--- src/rtl/attack_phase_controller.sv ---
// Frame-timed attack sequencer: Startup -> Active -> Recovery driven by frame_tick,
// with a single hit pulse per attack when the 32x8 hitbox overlaps the opponent hurtbox.
module attack_phase_controller #(
  parameter int unsigned STARTUP_FRAMES  = 5,
  parameter int unsigned ACTIVE_FRAMES   = 3,
  parameter int unsigned RECOVERY_FRAMES = 8,
  parameter int unsigned HITBOX_WIDTH    = 32,
  parameter int unsigned HITBOX_HEIGHT   = 8
) (
  input  logic       clk,
  input  logic       rst,
  input  logic       frame_tick,
  input  logic       attack_req,
  input  logic       stun_in,
  input  logic [9:0] char_x_pos_in,
  input  logic [9:0] char_y_pos_in,
  input  logic [9:0] char_width_in,
  input  logic [9:0] char_height_in,
  input  logic [9:0] opp_x_pos_in,
  input  logic [9:0] opp_y_pos_in,
  input  logic [9:0] opp_width_in,
  input  logic [9:0] opp_height_in,
  output logic [1:0] attack_phase_out,
  output logic       attack_busy_out,
  output logic       hit_out
);

  localparam int unsigned POS_W = 10;
  localparam int unsigned CNT_W = 6;

  localparam logic [POS_W-1:0] HB_W_M1   = POS_W'(HITBOX_WIDTH - 1);
  localparam logic [POS_W-1:0] HB_H_M1   = POS_W'(HITBOX_HEIGHT - 1);
  localparam logic [POS_W-1:0] HB_H_HALF = POS_W'(HITBOX_HEIGHT / 2);

  localparam logic [CNT_W-1:0] CNT_STARTUP  = CNT_W'(STARTUP_FRAMES);
  localparam logic [CNT_W-1:0] CNT_ACTIVE   = CNT_W'(ACTIVE_FRAMES);
  localparam logic [CNT_W-1:0] CNT_RECOVERY = CNT_W'(RECOVERY_FRAMES);
  localparam logic [CNT_W-1:0] CNT_ONE      = CNT_W'(1);

  typedef enum logic [1:0] {
    IDLE     = 2'b00,
    STARTUP  = 2'b01,
    ACTIVE   = 2'b10,
    RECOVERY = 2'b11
  } phase_e;

  phase_e           state_q, state_d;
  logic [CNT_W-1:0] cnt_q, cnt_d;
  logic             hit_done_q, hit_done_d;
  logic             req_prev_q, req_prev_d;
  logic             hit_q, hit_d;
  logic             busy_q, busy_d;

  logic [POS_W-1:0] hb_left, hb_right, hb_top, hb_bottom;
  logic [POS_W-1:0] opp_right, opp_bottom;
  logic             overlap;
  logic             req_edge;

  // Hitbox geometry wraps modulo 1024 exactly like the renderer's copy.
  always_comb begin
    hb_left    = char_x_pos_in + char_width_in;
    hb_right   = hb_left + HB_W_M1;
    hb_top     = char_y_pos_in + (char_height_in >> 1) - HB_H_HALF;
    hb_bottom  = hb_top + HB_H_M1;
    opp_right  = opp_x_pos_in + opp_width_in - POS_W'(1);
    opp_bottom = opp_y_pos_in + opp_height_in - POS_W'(1);
    overlap    = (hb_left <= opp_right) && (opp_x_pos_in <= hb_right) &&
                 (hb_top <= opp_bottom) && (opp_y_pos_in <= hb_bottom);
  end

  assign req_edge = attack_req & ~req_prev_q;

  // Next-state: stun overrides everything, otherwise frame ticks walk the phases.
  always_comb begin
    state_d    = state_q;
    cnt_d      = cnt_q;
    hit_done_d = hit_done_q;
    hit_d      = 1'b0;
    req_prev_d = attack_req;

    if (stun_in) begin
      state_d = IDLE;
      cnt_d   = '0;
    end else begin
      unique case (state_q)
        IDLE: begin
          if (req_edge) begin
            state_d    = STARTUP;
            cnt_d      = CNT_STARTUP;
            hit_done_d = 1'b0;
          end
        end
        STARTUP: begin
          if (frame_tick) begin
            if (cnt_q == CNT_ONE) begin
              state_d = ACTIVE;
              cnt_d   = CNT_ACTIVE;
            end else begin
              cnt_d = cnt_q - CNT_ONE;
            end
          end
        end
        ACTIVE: begin
          if (overlap && !hit_done_q) begin
            hit_d      = 1'b1;
            hit_done_d = 1'b1;
          end
          if (frame_tick) begin
            if (cnt_q == CNT_ONE) begin
              state_d = RECOVERY;
              cnt_d   = CNT_RECOVERY;
            end else begin
              cnt_d = cnt_q - CNT_ONE;
            end
          end
        end
        RECOVERY: begin
          if (frame_tick) begin
            if (cnt_q == CNT_ONE) begin
              state_d = IDLE;
              cnt_d   = '0;
            end else begin
              cnt_d = cnt_q - CNT_ONE;
            end
          end
        end
        default: begin
          state_d = IDLE;
          cnt_d   = '0;
        end
      endcase
    end

    busy_d = (state_d != IDLE);
  end

  always_ff @(posedge clk) begin
    if (rst) begin
      state_q    <= IDLE;
      cnt_q      <= '0;
      hit_done_q <= 1'b0;
      req_prev_q <= 1'b0;
      hit_q      <= 1'b0;
      busy_q     <= 1'b0;
    end else begin
      state_q    <= state_d;
      cnt_q      <= cnt_d;
      hit_done_q <= hit_done_d;
      req_prev_q <= req_prev_d;
      hit_q      <= hit_d;
      busy_q     <= busy_d;
    end
  end

  assign attack_phase_out = state_q;
  assign attack_busy_out  = busy_q;
  assign hit_out          = hit_q;

endmodule

--- config.mk ---
export PLATFORM = sky130hd
export DESIGN_NAME = attack_phase_controller
export DESIGN_NICKNAME = d
export VERILOG_FILES = /design/src/rtl/attack_phase_controller.sv
export SDC_FILE = /design/constraint.sdc
export NUM_CORES = 1
export LEC_CHECK = 0
export ABC_AREA = 1
export CAP_MARGIN = 15
export CORE_UTILIZATION = 48
export DETAILED_ROUTE_END_ITERATION = 8
export GPL_TIMING_DRIVEN = 1
export PLACE_DENSITY_LB_ADDON = 0.2
export SLEW_MARGIN = 15
export SYNTH_ARGS = -nofsm -noshare
export SYNTH_HDL_FRONTEND = slang
export SYNTH_SLANG_ARGS = --single-unit
--- constraint.sdc ---
create_clock -name clk -period 3.45 [get_ports clk]
set_input_delay 0.5175 -clock clk [delete_from_list [all_inputs] [get_ports clk]]
set_output_delay 0.5175 -clock clk [all_outputs]
set_load 0.1 [all_outputs]
==> results of run 1 <==
cell type report:
cell class	count	area [um^2]	area share, %
multi-input combinational	467	3909	58.62
tap	105	131.4	1.970
clock buffer	3	41.29	0.6193
sequential	12	240.2	3.603
timing repair buffer	181	1614	24.21
inverter	195	732.0	10.98
metal layers:
metal,track usage [%],vias to the layer above,part of all wire [%],wire (um)
met5,0,-,0,0
met4,5.597,0,2.4,285
met3,1.975,26,3.2,379
met2,46.49,110,54,6368
met1,26.04,2204,40,4660
li1,-,2472,-,-
final timing paths:
path / start / to / slack (ns) / cells after the start
setup reg to reg: cnt_q[1] / attack_busy_out / 1.95 / 6
hold reg to reg: hit_done_q / hit_done_q / 0.47 / 2
setup / recovery: char_y_pos_in[0] / hit_done_q / 0.03 / 24
hold / removal: hit_done_q / hit_done_q / 0.47 / 2
stage by stage:
| step | worst slack, ns | total power [uW] | instance area [um^2] | hold WS, ns |
|---|---|---|---|---|
| 6_report | 0.02753 | 2013 | 6668 | 0.4679 |
| 3_5_place_dp | -0.6885 | 1520 | 5799 | 0.4595 |
| 3_3_place_gp | -0.5035 | 1456 | 5799 | 0.4437 |
| 4_1_cts | 0.004756 | 1750 | 6062 | 0.4643 |
| 5_1_grt | -0.1005 | 2228 | 6668 | 0.4915 |
| 2_1_floorplan | 0.07721 | 1031 | 4234 | 0.4326 |
synth_stat cells (2+ instances only):
master and n:
inv_1 193, nand2_1 136, ha_1 104, nor2_1 47
a21oi_1 36, nand3_1 30, xor2_1 27, nand4_1 19
dfxtp_1 12, xnor2_1 10, o21bai_1 8, o21ai_0 7
fa_1 4, nor3_1 4, o211ai_1 4, a21o_1 3
nand2_2 3, nand3b_1 3, a31oi_1 2, nand3_2 2
nor2_2 2, o31a_1 2, xor2_2 2
report_power, final:
part / total [uW] / internal (uW) / switching (uW)
sequential: 147 / 144 / 3.17
clock: 128 / 76.9 / 50.9
combinational: 1740 / 833 / 905
total: 2010 / 1050 / 959
flip-flops by register name (all words and copies together), names as in the netlist:
name              count
attack_busy_out       1
attack_phase_out      2
cnt_q                 6
hit_done_q            1
hit_out               1
req_prev_q            1
timing repair:
action                     CTS  global route
cloned                       0             0
setup endpoints to repair    2             2
buffers inserted             3            16
gates resized for setup     61           130
hold endpoints to repair     0             0
pin swaps                   43           108
worst max-delay path, delay by kind of cell:
kind | cells | cell delay [ns]
AOI/OAI and AO/OA | 1 | 0.12
adders and majority gates | 4 | 1.11
and+or+nand+nor | 16 | 1.45
buffers and inverters | 3 | 0.39
cell families (layout without fill, tap and decap cells):
logic type	count (synthesis)	in the layout	share of synthesized area, %
buf+inv	195	379	17.29
compound gates	67	67	9.338
xor+xnor	40	40	8.806
flops	12	12	5.674
fa+ha+maj	108	108	32.62
simple gates	252	252	26.27
==> metrics.cfg, run 1 <==
[place]
port_buffers = 87
place_congestion = 0.7929
dp_cells = 941
post-dp-hpwl_um = 8774

[clock_tree]
holdBufCountCts = 0
cts.clk_slew.worst_paths_ns = 0.05
root_buffer = clkbuf_8
clkSinkCount = 12
cts_buffer_depth = 2
cts_made_buffers = 3
cts_tree = done
insertion_delay_ns = 0.25
h-tree-depth = 1

[timing]
max_slew_margin_pct = 34.57
post-route-min-period_ns = 3.422
max_freq_mhz = 292.2
hold_violations = 0
tns_ns = 0
min_period_over_period_pct = 99.20
worst_pin_slew_ns = 0.9784
drv_slew = 0
setup_viol = 0
skew_ns = 0.006634

[worst_hold_path]
worstHoldPathType = reg2reg

[final_layout]
area_growth_pct = 57.48
drive_above_1_share_pct = 28.67
final_core_utilization_pct = 79.55
layout_common_cells = inv_1, nand2_1, buf_4
nets = 1053
layout.cells.non_filler = 963
final_common_cell = inv_1
num_antenna_cells = 0
fill_cells = 566

[logic_synthesis]
synth_top_area_share_pct = 30.73
netlist.top_cell.by_area = ha_1
synth.distinct_cells = 37
synth_seq_cells = 12
yosysWarningCount = 0
syn_avg_cell_area_um2 = 6.282
syn-num-nets = 867
synthArstFlopShare_pct = 0
synth_area_mm2 = 0.004234
yosysSeqAreaShare_pct = 5.674
synthTopCellsByArea = ha_1, inv_1, nand2_1, dfxtp_1, xor2_1
synth_edf_count = 0
netlist_instances = 674
ys.flop_type = dfxtp_1

[outcome]
status = completed

[drt]
num_vias = 4812
viasPerCell = 4.997
first_pass_iters = 4
routed_wl_um = 11690
drt_iter0_drc = 116
ant_nets = 0
post-route-drc-count = 0
wire_per_inst_um = 12.14

[global_route]
antenna_found_initial = 0
grt_pass1_vias = 4375
grt_pass1_wl_um = 17280
grt_max_degree = 10
grt-ovfl-total = 0
grt_use_total_pct = 23.23

[setup_path]
crit_fanout = 3
crit_chain = dlygate4sd2_1 -> ha_2 -> ha_4 -> inv_2 -> fa_2 -> inv_2 -> nor3_4 -> nor2_1 -> nand3_2 -> nor2_2 -> nand2_2 -> nor2_2 -> nand2_2 -> nand2_2 -> nand2_2 -> ha_4 -> nand2_4 -> nor2_4 -> nand2_1 -> nor2_1 -> nor2_2 -> nor2_2 -> nand3_1 -> a21oi_1
crit_arrival_ns = 3.60
slowest_stage = fa_2
crit_type = in2reg
max_stage_delay_ns = 0.46
worst_setup_path_end_kind = register
required_ns = 3.63
cp-start-kind = input port

[pwr]
ir_drop_uv = 250.5
p_per_area_mw_per_mm2 = 301.9
p_leak_uw = 0.003694

[run]
maxCapViolCount = 0

[floorplan]
ios = 89
rows = 33
start_util_pct = 50.52
die_area_mm2 = 0.009201
core_mm2 = 0.008382
die_h_um = 95.92
die_x_um = 95.92

Power figures use the tool's default switching activity.
==> inputs of run 2 (changes only) <==
Settings changed: CORE_UTILIZATION 48 to 58, SLEW_MARGIN 15 to unset.
Clock period 3.45 ns to 3.95 ns, I/O delays scaled along.
==> metrics.cfg, run 2 (synthesis gave the netlist of run 1 again) <==
[outcome]
status = completed

[setup_path]
crit_arrival_ns = 3.98  ; +0.38 ns
max_stage_delay_ns = 0.45  ; about the same
crit_end = hit_done_q
cp-startpoint = char_y_pos_in[6]
worst_setup_path_end_kind = register
regToRegSetupSlack_ns = 2.38  ; +0.43 ns
r2r-end = attack_busy_out
r2r-start = cnt_q[0]
crit_type = in2reg
r2r.worst_path.cells = 5  ; -1
slowest_stage = clkdlybuf4s50_1
required_ns = 4.13  ; +0.50 ns
crit_fanout = 5  ; +2
crit_chain = clkdlybuf4s50_1 -> inv_1 -> ha_1 -> inv_1 -> ha_1 -> a21oi_1 -> nand3_1 -> nand2_1 -> nand2_1 -> inv_1 -> nand3_2 -> xor2_1 -> ha_1 -> nand2_2 -> a21oi_2 -> nor2_2 -> nand2_1 -> nor2_1 -> nor2_1 -> nor2_1 -> nand3_1 -> a21oi_1
cp-start-kind = input port

[final_layout]
area_growth_pct = 30.79
layout_common_cells = inv_1, nand2_1, ha_1
nets = 979  ; -7.0%
num_antenna_cells = 0  ; unchanged
drive_above_1_share_pct = 8.929  ; -20 points
fill_cells = 503  ; -11%
layout.cells.non_filler = 880  ; -8.6%
largest_register_ffs = 6  ; unchanged
regMostFlops = cnt_q
final_common_cell = inv_1
final_core_utilization_pct = 80.18  ; +0.63 points

[global_route]
grt_pass1_vias = 4305  ; -1.6%
grt_pass1_wl_um = 16420  ; -5.0%
grt-ovfl-total = 0  ; unchanged
antenna_found_initial = 0  ; unchanged
grt_use_total_pct = 26.07  ; +2.8 points
grt_max_degree = 10  ; unchanged

[clock_tree]
clkSinkCount = 12  ; unchanged
cts.clk_slew.worst_paths_ns = 0.05  ; about the same
cts_buffer_depth = 2  ; unchanged
root_buffer = clkbuf_8
cts_tree = done
cts_made_buffers = 3  ; unchanged
insertion_delay_ns = 0.24  ; about the same
h-tree-depth = 1  ; unchanged
holdBufCountCts = 0  ; unchanged

[drt]
num_vias = 4442  ; -7.7%
post-route-drc-count = 0  ; unchanged
ant_nets = 0  ; unchanged
wire_per_inst_um = 11.15  ; -8.2%
first_pass_iters = 4  ; unchanged
drt_iter0_drc = 107  ; -7.8%
routed_wl_um = 9811  ; -16%
viasPerCell = 5.048  ; +1.0%

[timing]
skew_ns = 0.006114  ; -0.0005201 ns
max_slew_margin_pct = 34.75  ; +0.19 points
worst_pin_slew_ns = 0.9756  ; -0.002793 ns
hold_violations = 0  ; unchanged
post-route-min-period_ns = 3.801
max_freq_mhz = 263.1
drv_slew = 0  ; unchanged
min_period_over_period_pct = 96.22
setup_viol = 0  ; unchanged
holdWs_ns = 0.4589  ; -0.009015 ns
tns_ns = 0  ; unchanged

[place]
place_congestion = 0.8790  ; +11%
dp_cells = 874  ; -7.1%
port_buffers = 87  ; unchanged
post-dp-hpwl_um = 8435  ; -3.9%

[pwr]
power_uw = 1411  ; -30%
p_leak_uw = 0.003140  ; -15%
ir_drop_uv = 236.2  ; -5.7%
p_per_area_mw_per_mm2 = 254.8  ; -16%

[floorplan]
die_x_um = 87.44  ; -8.8%
start_util_pct = 61.30  ; +11 points
ios = 89  ; unchanged
die_h_um = 87.44  ; -8.8%
core_mm2 = 0.006907  ; -18%
rows = 30  ; -9.1%
die_area_mm2 = 0.007646  ; -17%

[worst_hold_path]
worstHoldPathType = reg2reg

[run]
maxCapViolCount = 0  ; unchanged

-- run 2: cell count changes in the layout (fill, tap and decap cells not counted), sizes merged --
cell / previous run / this run
buf: 94 / 20
clkdlybuf4s50: 57 / 85
dlymetal6s2s: 21 / 2
dlygate4sd2: 7 / 0
clkbuf: 5 / 3
-- run 2: area by class of cell --
class,instances,area (um^2),share of cell area (%)
multi-input cells,467,3374,60.94
repair buffers,107,1030,18.59
inverters,195,732.0,13.22
flip-flops and latches,12,240.2,4.338
well taps,96,120.1,2.169
clock buffers,3,41.29,0.7456
-- run 2: metal layers --
layer	GRT usage [%]	vias up	wire length (um)
met4	5.663	0	179
met1	28.76	1974	4155
met3	2.938	20	421
li1	-	2332	-
met2	52.41	116	5054
met5	0	-	0
-- run 2: what timing repair did --
action                     in CTS  in global routing
resized for setup               1                 35
pin swaps                       0                 26
buffers inserted                0                  3
gates cloned                    0                  0
hold endpoints to repair        0                  0
setup endpoints to repair       2                  2
-- run 2: power breakdown --
group	switching, uW	internal, uW
Combinational	649	523
Sequential	3.03	126
Clock	42.7	67.0
Total	695	716
-- run 2: worst min-delay path by stage --
stage          cells after the start    endpoint       start
2_1_floorplan                      2  hit_done_q  hit_done_q
3_3_place_gp                       2  hit_done_q  hit_done_q
3_5_place_dp                       2  hit_done_q  hit_done_q
4_1_cts                            2  hit_done_q  hit_done_q
5_1_grt                            2  hit_done_q  hit_done_q
6_report                           2  hit_done_q  hit_done_q
-- run 2: worst max-delay path, delay by kind of cell --
kind / cells / cell delay, ns
buffers and inverters: 4 / 0.66
AND/OR/NAND/NOR: 11 / 1.12
AO/OA/AOI/OAI: 3 / 0.51
adder cells (fa/ha/maj): 3 / 0.94
XOR/XNOR: 1 / 0.15
-- run 2: through the flow --
stage | area, um^2 | setup WS [ns]
after floorplan | 4234 | 0.5022
after global placement | 5353 | -0.07968
final | 5538 | 0.1492
after CTS | 5396 | 0.01543
after global routing | 5538 | -0.03237
after detailed placement | 5353 | -0.2686
